[config.mk]
export PLATFORM = sky130hd
export DESIGN_NAME = gol_gen_sequencer_flat
export DESIGN_NICKNAME = d
export VERILOG_FILES = /design/src/rtl/gol_gen_sequencer_if.sv /design/src/rtl/gol_gen_sequencer.sv /design/src/flat_wrapper.sv
export SDC_FILE = /design/constraint.sdc
export NUM_CORES = 1
export LEC_CHECK = 0
export ABC_AREA = 1
export CAP_MARGIN = 20
export CORE_MARGIN = 2
export CORE_UTILIZATION = 65
export CTS_BUF_LIST = sky130_fd_sc_hd__clkbuf_8
export DETAILED_ROUTE_END_ITERATION = 16
export PLACE_DENSITY = 0.95
export SLEW_MARGIN = 20
export SYNTH_ARGS = -nofsm -noshare
export SYNTH_HDL_FRONTEND = slang
export SYNTH_SLANG_ARGS = --single-unit
[constraint.sdc]
create_clock -name ph2 -period 15.1 [get_ports ph2]
set_clock_uncertainty 0.15 [all_clocks]
set_input_delay 3.775 -clock ph2 [delete_from_list [all_inputs] [get_ports ph2]]
set_output_delay 3.775 -clock ph2 [all_outputs]
set_load 0.005 [all_outputs]
[src/rtl/gol_gen_sequencer_if.sv]
// Host write port and register-file access bus of the Game-of-Life generation sequencer.
// Host handshake: host_req is held with host_wa/host_wd stable until host_ack is seen; host_ack
// is combinational and means the write is presented to the file in this cycle.
interface gol_gen_sequencer_if #(
   parameter int WIDTH   = 8,
   parameter int REGBITS = 3
);
   logic               host_req;
   logic [REGBITS-1:0] host_wa;
   logic [WIDTH-1:0]   host_wd;
   logic               host_ack;
   logic [REGBITS-1:0] ra;
   logic [WIDTH-1:0]   rd;
   logic [REGBITS-1:0] wa;
   logic [WIDTH-1:0]   wd;
   logic               regwrite;

   modport master (
      input  host_req, host_wa, host_wd, rd,
      output host_ack, ra, wa, wd, regwrite
   );

   modport slave (
      output host_req, host_wa, host_wd, rd,
      input  host_ack, ra, wa, wd, regwrite
   );
endinterface

[src/rtl/gol_gen_sequencer.sv]
// Reads the board into a snapshot, writes the next Game-of-Life generation back row by row,
// and arbitrates the register-file write port for host loads while idle.
module gol_gen_sequencer #(
   parameter int WIDTH   = 8,
   parameter int REGBITS = 3,
   parameter int TORUS   = 0
) (
   input  logic                 ph2,
   input  logic                 reset,
   input  logic                 start,
   gol_gen_sequencer_if.master  bus,
   output logic                 busy,
   output logic                 done,
   output logic [15:0]          gen_count,
   output logic                 stable,
   output logic                 extinct,
   output logic [1:0]           o_dbg_state
);
   localparam int ROWS = 2 ** REGBITS;
   localparam logic [REGBITS-1:0] ROW_ONE = 1;

   typedef enum logic [1:0] {S_IDLE, S_READ, S_WRITE, S_DONE} state_t;

   state_t             r_state;
   state_t             w_state_nxt;
   logic [REGBITS-1:0] r_row;
   logic [WIDTH-1:0]   r_snap [ROWS];
   logic               r_diff;
   logic               r_any;
   logic [15:0]        r_gen_count;
   logic               r_stable;
   logic               r_extinct;

   logic [REGBITS-1:0] w_row_up;
   logic [REGBITS-1:0] w_row_dn;
   logic               w_last_row;
   logic [WIDTH-1:0]   w_up, w_cur, w_dn;
   logic [WIDTH-1:0]   w_ul, w_ur, w_cl, w_cr, w_dl, w_dr;
   logic [WIDTH-1:0]   w_next;
   logic [3:0]         w_cnt;

   // Bit c of the result holds the neighbour in column c-1 (shl) or c+1 (shr).
   function automatic logic [WIDTH-1:0] shl(input logic [WIDTH-1:0] x);
      shl = {x[WIDTH-2:0], (TORUS != 0) ? x[WIDTH-1] : 1'b0};
   endfunction

   function automatic logic [WIDTH-1:0] shr(input logic [WIDTH-1:0] x);
      shr = {(TORUS != 0) ? x[0] : 1'b0, x[WIDTH-1:1]};
   endfunction

   assign w_row_up   = r_row - ROW_ONE;
   assign w_row_dn   = r_row + ROW_ONE;
   assign w_last_row = (r_row == '1);

   always_comb begin
      w_cur = r_snap[r_row];
      w_up  = r_snap[w_row_up];
      w_dn  = r_snap[w_row_dn];
      if (TORUS == 0 && r_row == '0) w_up = '0;
      if (TORUS == 0 && r_row == '1) w_dn = '0;
   end

   assign w_ul = shl(w_up);
   assign w_ur = shr(w_up);
   assign w_cl = shl(w_cur);
   assign w_cr = shr(w_cur);
   assign w_dl = shl(w_dn);
   assign w_dr = shr(w_dn);

   always_comb begin
      w_next = '0;
      w_cnt  = '0;
      for (int c = 0; c < WIDTH; c++) begin
         w_cnt = {3'b000, w_ul[c]} + {3'b000, w_up[c]} + {3'b000, w_ur[c]}
               + {3'b000, w_cl[c]} + {3'b000, w_cr[c]}
               + {3'b000, w_dl[c]} + {3'b000, w_dn[c]} + {3'b000, w_dr[c]};
         w_next[c] = (w_cnt == 4'd3) || (w_cur[c] && w_cnt == 4'd2);
      end
   end

   always_ff @(posedge ph2 or negedge reset) begin
      if (!reset) r_state <= S_IDLE;
      else        r_state <= w_state_nxt;
   end

   always_comb begin
      w_state_nxt  = r_state;
      bus.ra       = '0;
      bus.wa       = '0;
      bus.wd       = '0;
      bus.regwrite = 1'b0;
      bus.host_ack = 1'b0;
      busy         = 1'b0;
      done         = 1'b0;
      case (r_state)
         S_IDLE: begin
            if (start) begin
               w_state_nxt = S_READ;
            end else if (bus.host_req && reset) begin
               // Gated by reset so a held host request cannot write while the block is in reset.
               bus.regwrite = 1'b1;
               bus.wa       = bus.host_wa;
               bus.wd       = bus.host_wd;
               bus.host_ack = 1'b1;
            end
         end
         S_READ: begin
            busy   = 1'b1;
            bus.ra = r_row;
            if (w_last_row) w_state_nxt = S_WRITE;
         end
         S_WRITE: begin
            busy         = 1'b1;
            bus.regwrite = 1'b1;
            bus.wa       = r_row;
            bus.wd       = w_next;
            if (w_last_row) w_state_nxt = S_DONE;
         end
         S_DONE: begin
            busy        = 1'b1;
            done        = 1'b1;
            w_state_nxt = S_IDLE;
         end
         default: w_state_nxt = S_IDLE;
      endcase
   end

   always_ff @(posedge ph2 or negedge reset) begin
      if (!reset) begin
         r_row       <= '0;
         r_diff      <= 1'b0;
         r_any       <= 1'b0;
         r_gen_count <= '0;
         r_stable    <= 1'b0;
         r_extinct   <= 1'b0;
         for (int i = 0; i < ROWS; i++) r_snap[i] <= '0;
      end else begin
         case (r_state)
            S_IDLE: begin
               if (start) begin
                  r_row  <= '0;
                  r_diff <= 1'b0;
                  r_any  <= 1'b0;
               end
            end
            S_READ: begin
               r_snap[r_row] <= bus.rd;
               r_row         <= r_row + ROW_ONE;
            end
            S_WRITE: begin
               r_diff <= r_diff | (w_next != w_cur);
               r_any  <= r_any | (|w_next);
               r_row  <= r_row + ROW_ONE;
            end
            S_DONE: begin
               r_gen_count <= r_gen_count + 16'd1;
               r_stable    <= !r_diff;
               r_extinct   <= !r_any;
            end
            default: ;
         endcase
      end
   end

   assign gen_count   = r_gen_count;
   assign stable      = r_stable;
   assign extinct     = r_extinct;
   assign o_dbg_state = r_state;
endmodule

[src/flat_wrapper.sv]
// flat-port wrapper written by rule: the top's interface ports become plain ports
module gol_gen_sequencer_flat 
#(
   parameter int WIDTH   = 8,
   parameter int REGBITS = 3,
   parameter int TORUS   = 0
)
  (ph2, reset, start, busy, done, gen_count, stable, extinct, o_dbg_state, bus_host_req, bus_host_wa, bus_host_wd, bus_rd, bus_host_ack, bus_ra, bus_wa, bus_wd, bus_regwrite);
  gol_gen_sequencer_if #(.WIDTH(WIDTH), .REGBITS(REGBITS)) bus_i ();
  input  logic ph2;
  input  logic reset;
  input  logic start;
  output logic busy;
  output logic done;
  output logic [15:0] gen_count;
  output logic stable;
  output logic extinct;
  output logic [1:0] o_dbg_state;
  input wire logic [$bits(bus_i.host_req)-1:0] bus_host_req;
  input wire logic [$bits(bus_i.host_wa)-1:0] bus_host_wa;
  input wire logic [$bits(bus_i.host_wd)-1:0] bus_host_wd;
  input wire logic [$bits(bus_i.rd)-1:0] bus_rd;
  output wire logic [$bits(bus_i.host_ack)-1:0] bus_host_ack;
  output wire logic [$bits(bus_i.ra)-1:0] bus_ra;
  output wire logic [$bits(bus_i.wa)-1:0] bus_wa;
  output wire logic [$bits(bus_i.wd)-1:0] bus_wd;
  output wire logic [$bits(bus_i.regwrite)-1:0] bus_regwrite;
  assign bus_i.host_req = bus_host_req;
  assign bus_i.host_wa = bus_host_wa;
  assign bus_i.host_wd = bus_host_wd;
  assign bus_i.rd = bus_rd;
  assign bus_host_ack = bus_i.host_ack;
  assign bus_ra = bus_i.ra;
  assign bus_wa = bus_i.wa;
  assign bus_wd = bus_i.wd;
  assign bus_regwrite = bus_i.regwrite;
  gol_gen_sequencer #(.WIDTH(WIDTH), .REGBITS(REGBITS), .TORUS(TORUS)) u_core (.ph2(ph2), .reset(reset), .start(start), .bus(bus_i), .busy(busy), .done(done), .gen_count(gen_count), .stable(stable), .extinct(extinct), .o_dbg_state(o_dbg_state));
endmodule
Word-level counts from Yosys, hierarchy flattened:

Cells that the tools add are included.

* add/sub/neg operators: 52
* multiply operators: 0
* div/mod/pow operators: 0
* $lt $le $gt $ge: 4
* equal/unequal tests: 24
* shift-type cells: 0
* multiplexer cells: 36
* bitwise operators: 5
* reduce and logical (&&, ||, !) cells: 30

Operators by type and width (number)
* $add 4x1->4: 42
* $mux 8: 11
* $bmux 8 s3: 3
* $bwmux 64: 1
* $eq 4x2->1 const B: 16
* $demux 8 s3: 1
* $add 16x1->16 const B: 1
* $pmux 8 s2: 1
* $add 1x1->2: 7
* $ge 4x4->1 const B: 3
* $mux 3: 4
* $not 3->4: 3
* $pmux 3 s2: 2
* $logic_and 1x1->1: 10
* $logic_or 1x1->1: 8
* $ne 8x8->1: 1
* $pmux 2 s4: 1
* $reduce_or 8->1: 1
* $mux 1: 6
* $mux 2: 3
* $pmux 1 s2: 3
* $eq 2x2->1 const B: 2
* $lt 4x1->1 const B: 1
* $ne 2x1->1 const B: 2
* other kinds (14): 18

* flip-flop bits (word level): 89
* bits in latches: 0
* memory bits (writable): 0
* bits in read-only memories: 0
* bits of input ports: 23
* output and inout port bits: 38
* word-level logic and storage cells: 166
* memories: 0

Logic depth before layout (Yosys ltp):

Gate-level depths: netlist of the first run.

* depth after elaboration: 19
* gate-level depth with buffers: 28
* depth with buffers taken out: 25

Worst setup path before layout of the first run:

Ideal clock, no wire load.

* path kind: reg-to-output
* start: reg u_core.r_row[0]
* end: out bus_wd[6]
* arrival time: 4.700 ns
* data required time: 11.175 ns
* path slack: 6.475 ns
* cell stages (with the launch flop): 24
* path buffers: 4
* path through: dfrtp_1 > buf_6 > inv_4 > buf_2 > buf_2 > ha_1 > inv_1 > buf_1 > nand2_1 > o211ai_1 > a21oi_1 > ha_1 > inv_1 > fa_1 > inv_1 > fa_1 > fa_1 > inv_1 > fa_1 > inv_1 > nand2_1 > a21oi_1 > nand2_1 > o21ai_0

* word-level cells in the longest chain between the ends: 17
* elaborated cells on any way between the ends: 30
* classes of those cells: add/sub (9); eq/ne (3); mux (12); bitwise (3); reduce/logical (3)

RTL lines
* from (decl): line gol_gen_sequencer.sv:26 `logic [REGBITS-1:0] r_row;`
* from (signal assigned): line gol_gen_sequencer.sv:148 `r_row <= r_row + ROW_ONE;`
* from (signal assigned): line gol_gen_sequencer.sv:153 `r_row <= r_row + ROW_ONE;`
* $sub 3x1->3: line gol_gen_sequencer.sv:51 `assign w_row_up = r_row - ROW_ONE;`
* $not 3->4 (implied by the code): line gol_gen_sequencer.sv:57 `w_up = r_snap[w_row_up];`
* $bmux 8 s3: line gol_gen_sequencer.sv:57
* $mux 8 (implied by the code) (2 in series): line gol_gen_sequencer.sv:57
* $mux 8: line gol_gen_sequencer.sv:59 `if (TORUS == 0 && r_row == '0) w_up = '0;`
* $add 1x1->2: line gol_gen_sequencer.sv:74 `w_cnt = {3'b000, w_ul[c]} + {3'b000, w_up[c]} + {3'b000, w_ur[c]}`
* $add 4x1->4: line gol_gen_sequencer.sv:74
* $add 4x1->4 (2 in series): line gol_gen_sequencer.sv:75 `+ {3'b000, w_cl[c]} + {3'b000, w_cr[c]}`
* $add 4x1->4 (3 in series): line gol_gen_sequencer.sv:76 `+ {3'b000, w_dl[c]} + {3'b000, w_dn[c]} + {3'b000, w_dr[c]};`
* $eq 4x2->1: line gol_gen_sequencer.sv:77 `w_next[c] = (w_cnt == 4'd3) || (w_cur[c] && w_cnt == 4'd2);`
* $logic_and 1x1->1: line gol_gen_sequencer.sv:77
* $logic_or 1x1->1 (*): line gol_gen_sequencer.sv:77
* $pmux 8 s2 (*): line gol_gen_sequencer.sv:95 `case (r_state)`
* to (decl): line flat_wrapper.sv:26 `output wire logic [$bits(bus_i.wd)-1:0] bus_wd;`

Every way passes the cells marked *; elsewhere a longest branch is shown, timed or not. The select of a mux whose other input is x is not followed.

Worst setup path after layout of the first run:

* start: reg u_core.r_row[0]
* end: out bus_wd[2]

The elaborated chain is that of the path after synthesis.

==> flow_metrics.env, run 1 <==
export IMPL_cp_start_kind="flip-flop"
export IMPL_place_gp_congestion=0.929
export IMPL_maxCapViolations=0
export IMPL_cts_sinks=89
export IMPL_synth_nets=1011
export IMPL_status="finished, final reports clean"
export IMPL_final_antenna_net_count=0
export IMPL_r2r_cells=22
export IMPL_clk_latency_ns=0.37
export IMPL_crit_top_cell="fa_1"
export IMPL_period_share_pct=75.5
export IMPL_fmax_mhz=87.7
export IMPL_synth_cells=929
export IMPL_cts_tree="done"
export IMPL_drive_gt1_share_pct=3.90
export IMPL_grt_pass1_wl_mm=28.3
export IMPL_clockRootBuffer="clkbuf_8"
export IMPL_die_h_um=106
export IMPL_path_cells="buf_4 -> inv_4 -> ha_1 -> inv_1 -> nand2_1 -> o211ai_1 -> a21oi_1 -> ha_1 -> inv_1 -> fa_1 -> fa_1 -> fa_1 -> fa_1 -> o21bai_1 -> a21oi_1 -> nand2_1 -> o21ai_0 -> clkdlybuf4s50_1"
export IMPL_viasPerCell=5.64
export IMPL_crit_path_end_kind="output port"
export IMPL_cp_slowest_cell="ha_1"
export IMPL_cp_endpoint="bus_wd[2]"
export IMPL_hpwl_mm=12.8
export IMPL_ys_ff_latch=89
export IMPL_rsz0062_at_grt="false"
export IMPL_synthToLayoutAreaGrowth_pct=13.1
export IMPL_critical_path_class="reg2out"
export IMPL_finalSetupViolCount=0
export IMPL_die_area_mm2=0.0112
export IMPL_core_rowCount=37
export IMPL_io_pins=61
export IMPL_drcViolationCount=0
export IMPL_crit_buf_inv=5
export IMPL_ys_seq_area_share_pct=33.1
export IMPL_grt_pass1_vias=5855
export IMPL_clock_path_buffers=2
export IMPL_min_period_ns=11.40
export IMPL_ctsHoldBuffers=0
export IMPL_max_slew_margin_rel_pct=28.6
export IMPL_postCtsSetupBuffers=0
export IMPL_antenna_found_initial=0
export IMPL_yosysWarnings=0
export IMPL_syn_avg_cell_area_um2=7.23
export IMPL_slew_viol_final=0
export IMPL_chipWidth_um=106
export IMPL_worstMarginPinSlew_ns=1.07
export IMPL_ctsResizeCount=0
export IMPL_r2r_end="u_core.r_diff$_DFFE_PN0P_"
export IMPL_crit_fanout=88
export IMPL_n_antenna_cell=0
export IMPL_dr_pass1_iters=7
export IMPL_crit_arrival_ns=7.47
export IMPL_start_util_pct=66.0
export IMPL_routed_via_count=6271
export IMPL_wl_per_cell_um=15.6
export IMPL_r2r_start="u_core.r_row[0]$_DFFE_PN0P_"
export IMPL_r2r_slack_ns=7.92
export IMPL_coreArea_mm2=0.0102
export IMPL_fillers=760
export IMPL_crit_family="adder cells"
export IMPL_path_clk_slew_ns=0.09
export IMPL_grt_max_degree=89
export IMPL_grt_use_total_pct=31.8
export IMPL_fin_tns_setup_ns=0
export IMPL_critical_path_max_stage_delay_ns=1.00
export IMPL_io_buffers=60
export IMPL_synth_area_mm2=0.00672
export IMPL_final_cell_count_no_fill=1111
export IMPL_dp_cells=1095
export IMPL_hp_class="reg2reg"
export IMPL_grt_ovfl_total=0
export IMPL_hold_violations=0
export IMPL_post_synth_num_cell_types=36
export IMPL_routed_wirelength_mm=17.3
export IMPL_cp_startpoint="u_core.r_row[0]$_DFFE_PN0P_"
export IMPL_critical_path_required_ns=11.18
export IMPL_nNetsFinal=1053
export IMPL_cts_inserted_buffers=9
export IMPL_drt_iter0_drc=753
export IMPL_timing_hold_ws_ns=0.333
export IMPL_htree_levels=3
export IMPL_cp_depth=18
-- synth_stat cells, drive strengths merged --
| library cell | number | area share, % |
|---|---|---|
| nand2 | 300 | 17 |
| inv | 145 | 8.1 |
| o21ai | 127 | 9.5 |
| dfrtp | 89 | 33 |
| nand3 | 46 | 3.5 |
| nor2 | 46 | 3.3 |
| ha | 31 | 5.8 |
| fa | 28 | 8.3 |
| a21oi | 24 | 1.8 |
| buf | 17 | 1.7 |
| o211ai | 17 | 1.9 |
| clkbuf | 15 | 0.84 |
| xnor2 | 11 | 1.5 |
| xor2 | 7 | 0.91 |
| nand4 | 6 | 0.56 |
| mux2i | 5 | 0.74 |
| o21bai | 4 | 0.45 |
| nand3b | 3 | 0.34 |
| o22ai | 3 | 0.28 |
| a31oi | 2 | 0.19 |
| or2 | 2 | 0.19 |
| nor3 | 1 | 0.074 |
-- cells in the final DEF, fill, tap and decap left out, types with 2 or more instances in the layout --
master	n
o211ai_1	17
a31oi_1	2
bufinv_16	3
ha_1	31
mux2i_1	5
nor2_4	2
clkbuf_8	9
nor2_2	7
nand3_1	45
clkdlybuf4s50_1	59
buf_4	3
xnor2_1	10
nor2_1	36
nand2_1	299
o21ai_1	3
dfrtp_1	88
fa_1	28
inv_2	2
nand3b_1	3
inv_1	142
a21oi_1	24
o21bai_1	4
o21ai_0	123
o22ai_1	3
nand4_1	6
xor2_1	7
-- worst min-delay path by stage --
| stage | start | endpoint | slack, ns | depth (start not counted) |
|---|---|---|---|---|
| 4_1_cts | u_core.gen_count[15]$_DFFE_PN0P_ | u_core.gen_count[15]$_DFFE_PN0P_ | 0.33 | 1 |
| 3_5_place_dp | u_core.gen_count[15]$_DFFE_PN0P_ | u_core.gen_count[15]$_DFFE_PN0P_ | 0.32 | 1 |
| 5_1_grt | u_core.r_snap[57]$_DFFE_PN0P_ | u_core.r_snap[57]$_DFFE_PN0P_ | 0.36 | 2 |
| 2_1_floorplan | u_core.r_diff$_DFFE_PN0P_ | u_core.stable$_DFFE_PN0P_ | 0.29 | 1 |
| 6_report | u_core.gen_count[15]$_DFFE_PN0P_ | u_core.gen_count[15]$_DFFE_PN0P_ | 0.33 | 1 |
| 3_3_place_gp | u_core.r_diff$_DFFE_PN0P_ | u_core.stable$_DFFE_PN0P_ | 0.31 | 1 |
-- metrics by stage --
step | setup WS, ns | util [%] | area (µm²)
5_1_grt | 3.06 | 74.6 | 7600
3_3_place_gp | 4.41 | 72.0 | 7330
6_report | 3.70 | 74.6 | 7600
4_1_cts | 3.81 | 74.3 | 7570
3_5_place_dp | 4.23 | 72.0 | 7330
2_1_floorplan | 6.48 | - | 6720
-- sequential cells by signal, summed over array words and instances, names as in the netlist --
name	flops
u_core.extinct	1
u_core.r_diff	1
u_core.gen_count	16
u_core.r_snap	64
u_core.r_any	1
u_core.o_dbg_state	2
u_core.stable	1
u_core.r_row	3
-- routing by layer --
| metal | GRT usage [%] | vias to the layer above | part of all wire [%] |
|---|---|---|---|
| met3 | 5.94 | 49 | 8.6 |
| met4 | 11.4 | 0 | 2.7 |
| met1 | 44.2 | 2908 | 42 |
| met5 | 0 | - | 0 |
| li1 | - | 3012 | - |
| met2 | 50.4 | 302 | 47 |
-- cells by family (layout without fill, tap and decap cells) --
group	count (synthesis)	count (layout)	synth area share (%)
compound gates	177	177	14.1
xor+xnor	18	18	2.46
fa+ha+maj	59	59	14.1
buf+inv	177	223	10.7
flops	89	89	33.1
mux	5	5	0.745
simple gates	404	404	24.7
-- layout make-up --
| class | count | area (µm²) | share of cell area (%) |
|---|---|---|---|
| clock buffer | 9 | 124 | 1.63 |
| clock inverter | 6 | 115 | 1.51 |
| inverter | 145 | 547 | 7.19 |
| multi-input combinational | 663 | 3770 | 49.7 |
| sequential | 89 | 2230 | 29.3 |
| tap | 136 | 170 | 2.24 |
| timing repair buffer | 63 | 641 | 8.43 |
Power of run 1 is not shown: default switching activity piles up to over one toggle a cycle in this logic, so the estimate is an artifact.
==> run 2, diff against run 1 <==
--- a/config.mk
+++ b/config.mk
@@ -8,10 +8,10 @@
 export ABC_AREA = 1
 export CAP_MARGIN = 20
 export CORE_MARGIN = 2
-export CORE_UTILIZATION = 65
+export CORE_UTILIZATION = 55
 export CTS_BUF_LIST = sky130_fd_sc_hd__clkbuf_8
 export DETAILED_ROUTE_END_ITERATION = 16
-export PLACE_DENSITY = 0.95
+export PLACE_DENSITY = 0.9
 export SLEW_MARGIN = 20
 export SYNTH_ARGS = -nofsm -noshare
 export SYNTH_HDL_FRONTEND = slang
==> constraint.sdc (replaced) <==
create_clock -name ph2 -period 9.4 [get_ports ph2]
set_clock_uncertainty 0.15 [all_clocks]
set_input_delay 2.35 -clock ph2 [delete_from_list [all_inputs] [get_ports ph2]]
set_output_delay 2.35 -clock ph2 [all_outputs]
set_load 0.005 [all_outputs]
==> flow_metrics.env, run 2 (same netlist as run 1, synthesis figures left out) <==
export IMPL_antenna_found_initial=0
export IMPL_status="finished, final reports clean"
export IMPL_routed_via_count=6263
export IMPL_cts_inserted_buffers=9
export IMPL_routed_wirelength_mm=17.0
export IMPL_coreArea_mm2=0.0120
export IMPL_start_util_pct=56.2
export IMPL_io_buffers=60
export IMPL_drt_iter0_drc=825
export IMPL_grt_pass1_wl_mm=28.0
export IMPL_final_common_cell="nand2_1"
export IMPL_maxCapViolations=0
export IMPL_crit_arrival_ns=6.06
export IMPL_clock_path_buffers=2
export IMPL_core_rowCount=40
export IMPL_postCtsSetupBuffers=0
export IMPL_fin_tns_setup_ns=0
export IMPL_layout_common_cells="nand2_1, inv_1, o21ai_0"
export IMPL_hpwl_mm=12.6
export IMPL_grt_use_total_pct=27.1
export IMPL_drive_gt1_share_pct=3.89
export IMPL_hold_violations=0
export IMPL_period_share_pct=91.1
export IMPL_ctsResizeCount=0
export IMPL_largest_reg_flops=64
export IMPL_rsz0062_at_grt="false"
export IMPL_synthToLayoutAreaGrowth_pct=12.4
export IMPL_fmax_mhz=117
export IMPL_final_antenna_net_count=0
export IMPL_nNetsFinal=1054
export IMPL_crit_path_end_kind="output port"
export IMPL_htree_levels=3
export IMPL_die_area_mm2=0.0131
export IMPL_die_h_um=115
export IMPL_worstMarginPinSlew_ns=0.848
export IMPL_max_slew_margin_rel_pct=43.4
export IMPL_critical_path_class="reg2out"
export IMPL_slew_viol_final=0
export IMPL_path_clk_slew_ns=0.09
export IMPL_cp_start_kind="flip-flop"
export IMPL_regMostFlops="u_core.r_snap"
export IMPL_ctsHoldBuffers=0
export IMPL_wl_per_cell_um=15.1
export IMPL_min_period_ns=8.56
export IMPL_critical_path_required_ns=6.90
export IMPL_place_gp_congestion=0.915
export IMPL_io_pins=61
export IMPL_viasPerCell=5.57
export IMPL_cts_sinks=89
export IMPL_grt_ovfl_total=0
export IMPL_finalSetupViolCount=0
export IMPL_drcViolationCount=0
export IMPL_clk_latency_ns=0.36
export IMPL_fillers=1006
export IMPL_grt_max_degree=88
export IMPL_dr_pass1_iters=7
export IMPL_chipWidth_um=115
export IMPL_hp_class="reg2reg"
export IMPL_grt_pass1_vias=5714
export IMPL_n_antenna_cell=0
export IMPL_crit_fanout=44
export IMPL_cts_tree="done"
export IMPL_clockRootBuffer="clkbuf_8"
run 2: worst paths after layout:
path                       depth (start not counted)  slack (ns)                              from                          endpoint
max                                               18        0.84       u_core.r_row[0]$_DFFE_PN0P_                         bus_wd[4]
min                                                1        0.33  u_core.gen_count[15]$_DFFE_PN0P_  u_core.gen_count[15]$_DFFE_PN0P_
max reg2reg                                       22        3.55       u_core.r_row[0]$_DFFE_PN0P_         u_core.r_diff$_DFFE_PN0P_
min reg2reg                                        1        0.33  u_core.gen_count[15]$_DFFE_PN0P_  u_core.gen_count[15]$_DFFE_PN0P_
max in group asynchronous                          2        6.52                             reset     u_core.r_snap[55]$_DFFE_PN0P_
min in group asynchronous                          1        1.64                             reset   u_core.gen_count[1]$_DFFE_PN0P_
run 2: per-stage QoR:
| step | hold slack [ns] | worst slack (ns) | instance area (µm²) | std cells | utilization [%] |
|---|---|---|---|---|---|
| after CTS | 0.328 | 0.875 | 7540 | 1123 | 63.1 |
| after floorplan | 0.287 | 2.20 | 6720 | 929 | - |
| after global placement | 0.311 | 1.48 | 7350 | 1107 | 61.5 |
| final | 0.327 | 0.841 | 7550 | 1124 | 63.1 |
| after detailed placement | 0.317 | 1.27 | 7350 | 1107 | 61.5 |
| after global routing | 0.335 | 0.320 | 7550 | 1124 | 63.1 |
run 2: area by class of cell:
type	instances	area [µm²]	share of cell area [%]
repair buffers	64	632	8.37
inverters	145	547	7.24
well taps	147	184	2.43
multi-input cells	663	3770	50.0
clock buffers	9	124	1.64
clock inverters	7	63.8	0.845
flip-flops and latches	89	2230	29.5
run 2: layer usage:
metal	global-route usage [%]	part of all wire (%)
met1	38.1	43
met2	42.8	46
met5	0	0
met3	3.81	7.7
met4	10.4	3.2
run 2: critical path, stage by stage (launching register included):
cell and delay (ns):
dfrtp_2 0.43, inv_4 0.32, ha_1 0.33, inv_1 0.63
o21ai_0 0.20, o21bai_1 0.19, a21oi_1 0.29, ha_1 0.29
inv_1 0.07, fa_1 0.43, fa_1 0.46, fa_1 0.45
fa_1 0.41, nor2_1 0.10, o21ai_0 0.10, a21oi_1 0.22
nand2_1 0.09, o21ai_0 0.14, clkdlybuf4s50_1 0.52
Power of run 2 is left out for the same reason.
